$ cat config.mk
export PLATFORM = sky130hd
export DESIGN_NAME = alu_op_sequencer
export DESIGN_NICKNAME = d
export VERILOG_FILES = /design/src/rtl/alu_seq_pkg.sv /design/src/rtl/alu_seq_regfile.sv /design/src/rtl/alu_op_sequencer.sv
export SDC_FILE = /design/constraint.sdc
export NUM_CORES = 1
export LEC_CHECK = 0
export BUFFER_PORTS_ARGS = -buffer_cell sky130_fd_sc_hd__buf_2
export CAP_MARGIN = 20
export CORE_ASPECT_RATIO = 0.8
export CORE_MARGIN = 10
export CORE_UTILIZATION = 40
export DETAILED_ROUTE_END_ITERATION = 12
export PLACE_DENSITY_LB_ADDON = 0.25
export SKIP_CTS_REPAIR_TIMING = 1
export SYNTH_ARGS = -nofsm -noshare
export SYNTH_HDL_FRONTEND = slang
export SYNTH_SLANG_ARGS = --single-unit
$ cat constraint.sdc
create_clock -name Clk -period 1.9 [get_ports Clk]
set_input_delay 0.19 -clock Clk [delete_from_list [all_inputs] [get_ports Clk]]
set_output_delay 0.19 -clock Clk [all_outputs]
set_load 0.01 [all_outputs]
$ cat src/rtl/alu_seq_pkg.sv
// rtl/alu_seq_pkg.sv - shared opcodes, FSM states and flag bit positions for the ALU op sequencer
package alu_seq_pkg;

  localparam int NUM_REGS = 4;
  localparam int DATA_W   = 8;

  localparam logic [2:0] OP_ADD  = 3'b000;
  localparam logic [2:0] OP_SUB  = 3'b001;
  localparam logic [2:0] OP_COMP = 3'b010;
  localparam logic [2:0] OP_AND  = 3'b011;
  localparam logic [2:0] OP_OR   = 3'b100;
  localparam logic [2:0] OP_NAND = 3'b101;
  localparam logic [2:0] OP_NOR  = 3'b110;
  localparam logic [2:0] OP_XOR  = 3'b111;

  // Flag register layout is {C,AC,Z,S}
  localparam int FLAG_C  = 3;
  localparam int FLAG_AC = 2;
  localparam int FLAG_Z  = 1;
  localparam int FLAG_S  = 0;

  typedef enum logic [1:0] {
    ST_IDLE  = 2'd0,
    ST_ISSUE = 2'd1,
    ST_RESP  = 2'd2
  } state_t;

  function automatic logic is_arith(input logic [2:0] op);
    return (op == OP_ADD) || (op == OP_SUB);
  endfunction

endpackage

$ cat src/rtl/alu_seq_regfile.sv
// rtl/alu_seq_regfile.sv - 4x8 register file, two async read ports, one sync write port
module alu_seq_regfile
  import alu_seq_pkg::*;
#(
  parameter logic [DATA_W-1:0] REG_INIT = 8'h00
) (
  input  logic              clk,
  input  logic              rst,
  input  logic [1:0]        raddr_a,
  output logic [DATA_W-1:0] rdata_a,
  input  logic [1:0]        raddr_b,
  output logic [DATA_W-1:0] rdata_b,
  input  logic              we,
  input  logic [1:0]        waddr,
  input  logic [DATA_W-1:0] wdata
);

  logic [DATA_W-1:0] mem [NUM_REGS];

  always_ff @(posedge clk or posedge rst) begin
    if (rst) begin
      for (int i = 0; i < NUM_REGS; i++) begin
        mem[i] <= REG_INIT;
      end
    end else if (we) begin
      mem[waddr] <= wdata;
    end
  end

  assign rdata_a = mem[raddr_a];
  assign rdata_b = mem[raddr_b];

endmodule

$ cat src/rtl/alu_op_sequencer.sv
// rtl/alu_op_sequencer.sv - command/response sequencer that issues register-file operations to an external ALU
module alu_op_sequencer
  import alu_seq_pkg::*;
#(
  parameter logic [7:0] REG_INIT = 8'h00
) (
  input  logic       Clk,
  input  logic       Rst,
  input  logic       CmdValid,
  output logic       CmdReady,
  input  logic [2:0] CmdOpcode,
  input  logic       CmdLoad,
  input  logic [1:0] CmdDst,
  input  logic [1:0] CmdSrcA,
  input  logic [1:0] CmdSrcB,
  input  logic       CmdImmSel,
  input  logic [7:0] CmdImm,
  output logic [2:0] AluOpcode,
  output logic [7:0] AluOp1,
  output logic [7:0] AluOp2,
  input  logic [7:0] AluRes,
  input  logic       AluC,
  input  logic       AluAC,
  input  logic       AluZ,
  input  logic       AluS,
  output logic       RspValid,
  input  logic       RspReady,
  output logic [7:0] RspData,
  output logic [3:0] RspFlags,
  output logic       Busy
);

  state_t     state, next_state;
  logic       accept;
  logic [1:0] dst_q;
  logic [3:0] flags;
  logic [7:0] rd_a, rd_b;
  logic       rf_we;
  logic [1:0] rf_waddr;
  logic [7:0] rf_wdata;

  assign accept = CmdValid && CmdReady;

  // Loads write at the accept edge; ALU results write at the closing edge of ISSUE
  assign rf_we    = (accept && CmdLoad) || (state == ST_ISSUE);
  assign rf_waddr = (state == ST_ISSUE) ? dst_q  : CmdDst;
  assign rf_wdata = (state == ST_ISSUE) ? AluRes : CmdImm;

  alu_seq_regfile #(
    .REG_INIT (REG_INIT)
  ) u_regfile (
    .clk     (Clk),
    .rst     (Rst),
    .raddr_a (CmdSrcA),
    .rdata_a (rd_a),
    .raddr_b (CmdSrcB),
    .rdata_b (rd_b),
    .we      (rf_we),
    .waddr   (rf_waddr),
    .wdata   (rf_wdata)
  );

  always_ff @(posedge Clk or posedge Rst) begin
    if (Rst) state <= ST_IDLE;
    else     state <= next_state;
  end

  always_comb begin
    next_state = state;
    CmdReady   = 1'b0;
    RspValid   = 1'b0;
    case (state)
      ST_IDLE: begin
        CmdReady = 1'b1;
        if (CmdValid) next_state = CmdLoad ? ST_RESP : ST_ISSUE;
      end
      ST_ISSUE: next_state = ST_RESP;
      ST_RESP: begin
        RspValid = 1'b1;
        if (RspReady) next_state = ST_IDLE;
      end
      default: next_state = ST_IDLE;
    endcase
  end

  assign Busy     = (state != ST_IDLE);
  assign RspFlags = flags;

  always_ff @(posedge Clk or posedge Rst) begin
    if (Rst) begin
      AluOpcode <= 3'd0;
      AluOp1    <= 8'd0;
      AluOp2    <= 8'd0;
      RspData   <= 8'd0;
      flags     <= 4'd0;
      dst_q     <= 2'd0;
    end else begin
      if (accept) begin
        if (CmdLoad) begin
          RspData <= CmdImm;
        end else begin
          AluOpcode <= CmdOpcode;
          AluOp1    <= rd_a;
          AluOp2    <= CmdImmSel ? CmdImm : rd_b;
          dst_q     <= CmdDst;
        end
      end
      if (state == ST_ISSUE) begin
        RspData <= AluRes;
        // Logic ops only touch Z so carries from a prior ADD/SUB survive
        if (is_arith(AluOpcode)) flags <= {AluC, AluAC, AluZ, AluS};
        else                     flags[FLAG_Z] <= AluZ;
      end
    end
  end

endmodule

Yosys cells after proc, flatten, opt, wreduce, memory -nomap -nowiden
Index checks and enable logic that the tools add are counted.

Flip-flop bits (word level): 67. Input port bits: 35. Output and inout bits: 34. Logic and storage cells: 60.

$lt $le $gt $ge: 4. Equal/unequal tests: 5. Mux-type cells: 21. Bitwise operators: 4. Reductions and logical operators: 14.

Operator list (count): $mux W8 (10); $bmux W8 S2 (2); $bwmux W32 (1); $demux W8 S2 (1); $ge A3 B3 Y1 const B (3); $not A2 Y3 (3); $mux W2 (4); $reduce_and A2 Y1 (4); $pmux W2 S3 (1); $reduce_bool A2 Y1 (3); $ne A2 B2 Y1 const B (2); $eq A3 B1 Y1 const B (1); $logic_and A1 B1 Y1 (3); $logic_not A3 Y1 (1); $lt A3 B1 Y1 const B (1); $eq A2 B1 Y1 const B (1); $eq A2 B2 Y1 const B (1); $logic_not A2 Y1 (1); $logic_or A1 B1 Y1 (2); $mux W1 (2); $not A1 Y1 (1).

Longest topological paths before layout
Depth after elaboration: 8. Mapped depth: 5. Depth with buffers taken out: 3.

Modules after synthesis
From an unflattened synthesis, not the netlist that was laid out.

Cells, all modules: 199. Area, all modules: 3144.3 um^2.

By module, submodules not included: alu_seq_regfile (instances 1, cells an instance 89, area an instance 1594.0 um^2, seq. area each 800.8 um^2); alu_op_sequencer (instances 1, cells an instance 110, area an instance 1550.2 um^2, seq. area each 875.8 um^2).

Worst setup path before layout
No wires, ideal clock.

Path kind: flip-flop to flip-flop. From: register state[0]. To: register u_regfile.mem[16] in the netlist's numbering. Library setup time: 125 ps. Arrival time: 1461 ps. Data required time: 1775 ps. Setup slack: 313 ps. Cell stages (with the launch flop): 6. Path buffers: 2. Clock period less this slack: 1587 ps. Path through: dfrtp_1 > buf_6 > nor2b_4 > buf_12 > mux2_2 > mux2_4.

Cells in the longest elaborated chain, start to end: 8. Elaborated cells between the ends (all ways): 15. Classes of those cells: order compare: 2; eq/ne: 1; mux: 6; bitwise: 1; reduce/logical: 5.

Ends and longest elaborated chain: start, declared (line alu_op_sequencer.sv:33) `state_t state, next_state;`; start signal, assigned (line alu_op_sequencer.sv:65) `else state <= next_state;`; $eq A2 B1 Y1 (line alu_op_sequencer.sv:45, alu_op_sequencer.sv:46, alu_op_sequencer.sv:47); $mux W2 (line alu_op_sequencer.sv:46) `assign rf_waddr = (state == ST_ISSUE) ? dst_q : CmdDst;`; $not A2 Y3 (not written as such) (line alu_seq_regfile.sv:26) `mem[waddr] <= wdata;`; $ge A3 B3 Y1 (not written as such) or $lt A3 B1 Y1 (tied branches) (line alu_seq_regfile.sv:26); $logic_and A1 B1 Y1 (not written as such) (line alu_seq_regfile.sv:26); $mux W8 (not written as such) (line alu_seq_regfile.sv:26); $demux W8 S2 (line alu_seq_regfile.sv:26); $bwmux W32 (line alu_seq_regfile.sv:26); end signal, assigned by index (line alu_seq_regfile.sv:26); end, declared (line alu_seq_regfile.sv:18) `logic [DATA_W-1:0] mem [NUM_REGS];`.

Several ways; a longest one is shown, not always the timed one. A chain may end at the register's enable or synchronous reset.

Final worst setup path
From: register state[0]. To: register u_regfile.mem[29] in the netlist's numbering.

Same word-level chain as after synthesis.

==> results.sh <==
export IMPL_die_h_um=101
export IMPL_final_cell_mix="buf_2 (68), dfrtp_1 (67), mux2_2 (50), mux4_2 (16), mux2_4 (13)"
export IMPL_grt_pass1_wl_mm=11.9
export IMPL_min_period_over_period_pct=91.5
export IMPL_core_area_um2=7980
export IMPL_clock_path_buffers=2
export IMPL_rr_endpoint="u_regfile.mem[29]$_DFFE_PP0P_"
export IMPL_endpoint_kind="register"
export IMPL_maxCapViolations=0
export IMPL_diodes=0
export IMPL_status="completed"
export IMPL_yosys_top_cells_area="dfrtp_1 (51%), mux2_2 (17%), mux4_2 (11%), mux2_4 (5.9%), mux2i_1 (2.4%)"
export IMPL_drt_iter0_drc=110
export IMPL_hold_path_end="AluOpcode[0]$_DFFE_PP0P_"
export IMPL_first_pass_iters=4
export IMPL_ir_drop_uv=731
export IMPL_syn2layout_area_growth_pct=22.8
export IMPL_root_buffer="clkbuf_8"
export IMPL_syn_num_nets=244
export IMPL_yosys_area_top_type="dfrtp_1"
export IMPL_fin_setup_tns_ns=0
export IMPL_ys_warn_count=0
export IMPL_hold_depth=2
export IMPL_cpPeakStageDelay_ns=0.47
export IMPL_fillers=718
export IMPL_synth_cell_type_count=29
export IMPL_antenna_found_initial=0
export IMPL_fmaxAchievable_ghz=0.575
export IMPL_async_reset_ff_share_pct=100
export IMPL_fin_util_pct=51.0
export IMPL_drive_above_1_share_pct=63.0
export IMPL_cts_htree_levels=3
export IMPL_relSlewSlack_pct=57.0
export IMPL_die_area_um2=12300
export IMPL_viasPerCell=5.03
export IMPL_worstRegToRegCells=4
export IMPL_finalClockSkew_ns=0.00617
export IMPL_routed_wl_mm=7.51
export IMPL_overflow=0
export IMPL_cp_start_kind="register"
export IMPL_port_buffers=68
export IMPL_first_global_vias=2207
export IMPL_clock_latency_ns=0.34
export IMPL_setup_viol=0
export IMPL_worstPathMaxFanout=8
export IMPL_period_needed_ns=1.74
export IMPL_gr_usage_all_layers_pct=12.6
export IMPL_io_pins=69
export IMPL_syn_area_per_cell_um2=15.9
export IMPL_grt_max_degree=68
export IMPL_ant_nets=0
export IMPL_rrSetupSlack_ns=0.16
export IMPL_p_leak_nw=1.83
export IMPL_hold_viol_final=0
export IMPL_layout_commonest_cell="buf_2"
export IMPL_clock_sinks=67
export IMPL_required_ns=2.12
export IMPL_synth_top_area_share_pct=50.6
export IMPL_rows=29
export IMPL_cts_made_buffers=9
export IMPL_syn_inst=209
export IMPL_cts_tree="yes"
export IMPL_power_density_nw_per_um2=1450
export IMPL_nNetsFinal=322
export IMPL_wl_per_cell_um=18.8
export IMPL_hp_start="CmdOpcode[0]"
export IMPL_tightest_slew_ns=0.644
export IMPL_slew_violations=0
export IMPL_synth_seq_cells=67
export IMPL_cp_cell_sequence="nor2b_4, buf_12, a32oi_4, mux2_2"
export IMPL_synth_edf_count=0
export IMPL_arrival_ns=1.96
export IMPL_ys_flop_type="dfrtp_1"
export IMPL_timing_rr_start="state[0]$_DFFE_PP0P_"
export IMPL_hold_class="in2reg"
export IMPL_rsz0062_at_grt="no"
export IMPL_place_congestion=0.734
export IMPL_synthesis_area_um2=3310
export IMPL_die_w_um=122
export IMPL_worst_path_max_delay_cell="dfrtp_1"
export IMPL_hpwlAfterDp_mm=5.35
export IMPL_drc_errors=0
export IMPL_yosysSeqAreaShare_pct=50.6
export IMPL_clkTransAtPathRegs_ns=0.07
export IMPL_num_vias=2012
export IMPL_initial_core_util_pct=41.5
export IMPL_path_class="reg2reg"
-- Yosys cell counts (3+ instances only) --
master,instances
nor2_1,10
mux2i_1,8
mux2_4,13
a21oi_1,9
dfrtp_1,67
mux4_2,16
inv_1,6
buf_2,4
mux2_2,50
buf_6,3
-- power by group --
part / switching [W] / internal [W]
logic: 0.000765 / 0.00117
clock network: 0.000542 / 0.000907
registers: 0.000428 / 0.00209
total: 0.00174 / 0.00417
-- stage by stage --
step                      power (W)  area (µm²)  setup slack [ns]  std cells  hold WS (ns)
after detailed placement    0.00452        3810             0.165        383         0.297
after global placement      0.00445        3810             0.218        383         0.293
final                       0.00590        4070             0.161        400        0.0799
after CTS                   0.00599        4060             0.142        399       -0.0755
after global routing        0.00629        4070             0.104        400        0.0526
after floorplan             0.00382        3310            0.0268        209         0.307
-- metal layers --
metal  track usage [%]  wire length (µm)  vias up
li1                  -                 -      933
met1              16.1              3530     1019
met2              18.9              3370       58
met3              6.28               587        2
met4              2.74                22        0
met5                 0                 0        -
-- registers in the layout, summed over array words and instances (netlist names) --
signal         cells
AluOpcode          3
u_regfile.mem     32
state              2
RspData            8
RspFlags           4
AluOp2             8
dst_q              2
AluOp1             8
-- worst max-delay path: cells and delay by family, from the launching register on --
family	cells	cell delay [ns]
multiplexers	1	0.39
buffers and inverters	1	0.15
AO/OA/AOI/OAI	1	0.43
AND/OR/NAND/NOR	1	0.18
flip-flops	1	0.47
-- kinds of logic after synthesis --
family	share of synthesized area (%)
compound gates	4.68
buf+inv	3.47
flops	50.6
mux	36.2
simple gates	5.06
-- how the worst max path moves through the flow --
stage / from / endpoint / slack [ns] / cells past startpoint
CTS: state[0]$_DFFE_PP0P_ / u_regfile.mem[29]$_DFFE_PP0P_ / 0.14 / 4
global route: state[0]$_DFFE_PP0P_ / u_regfile.mem[29]$_DFFE_PP0P_ / 0.10 / 4
finish: state[0]$_DFFE_PP0P_ / u_regfile.mem[29]$_DFFE_PP0P_ / 0.16 / 4
detailed placement: state[0]$_DFFE_PP0P_ / u_regfile.mem[29]$_DFFE_PP0P_ / 0.17 / 4
global placement: state[0]$_DFFE_PP0P_ / u_regfile.mem[30]$_DFFE_PP0P_ / 0.22 / 4
floorplan: Rst / AluOp1[0]$_DFFE_PP0P_ / 0.03 / 1
-- cell type report --
cell class / count / area [µm²] / area share (%)
multi-input combinational: 124 / 1520 / 37.4
clock inverter: 6 / 113 / 2.77
clock buffer: 10 / 138 / 3.38
sequential: 67 / 1680 / 41.2
tap: 108 / 135 / 3.32
timing repair buffer: 79 / 463 / 11.4
inverter: 6 / 22.5 / 0.554
Note: power is estimated with default switching activity, not from simulation.
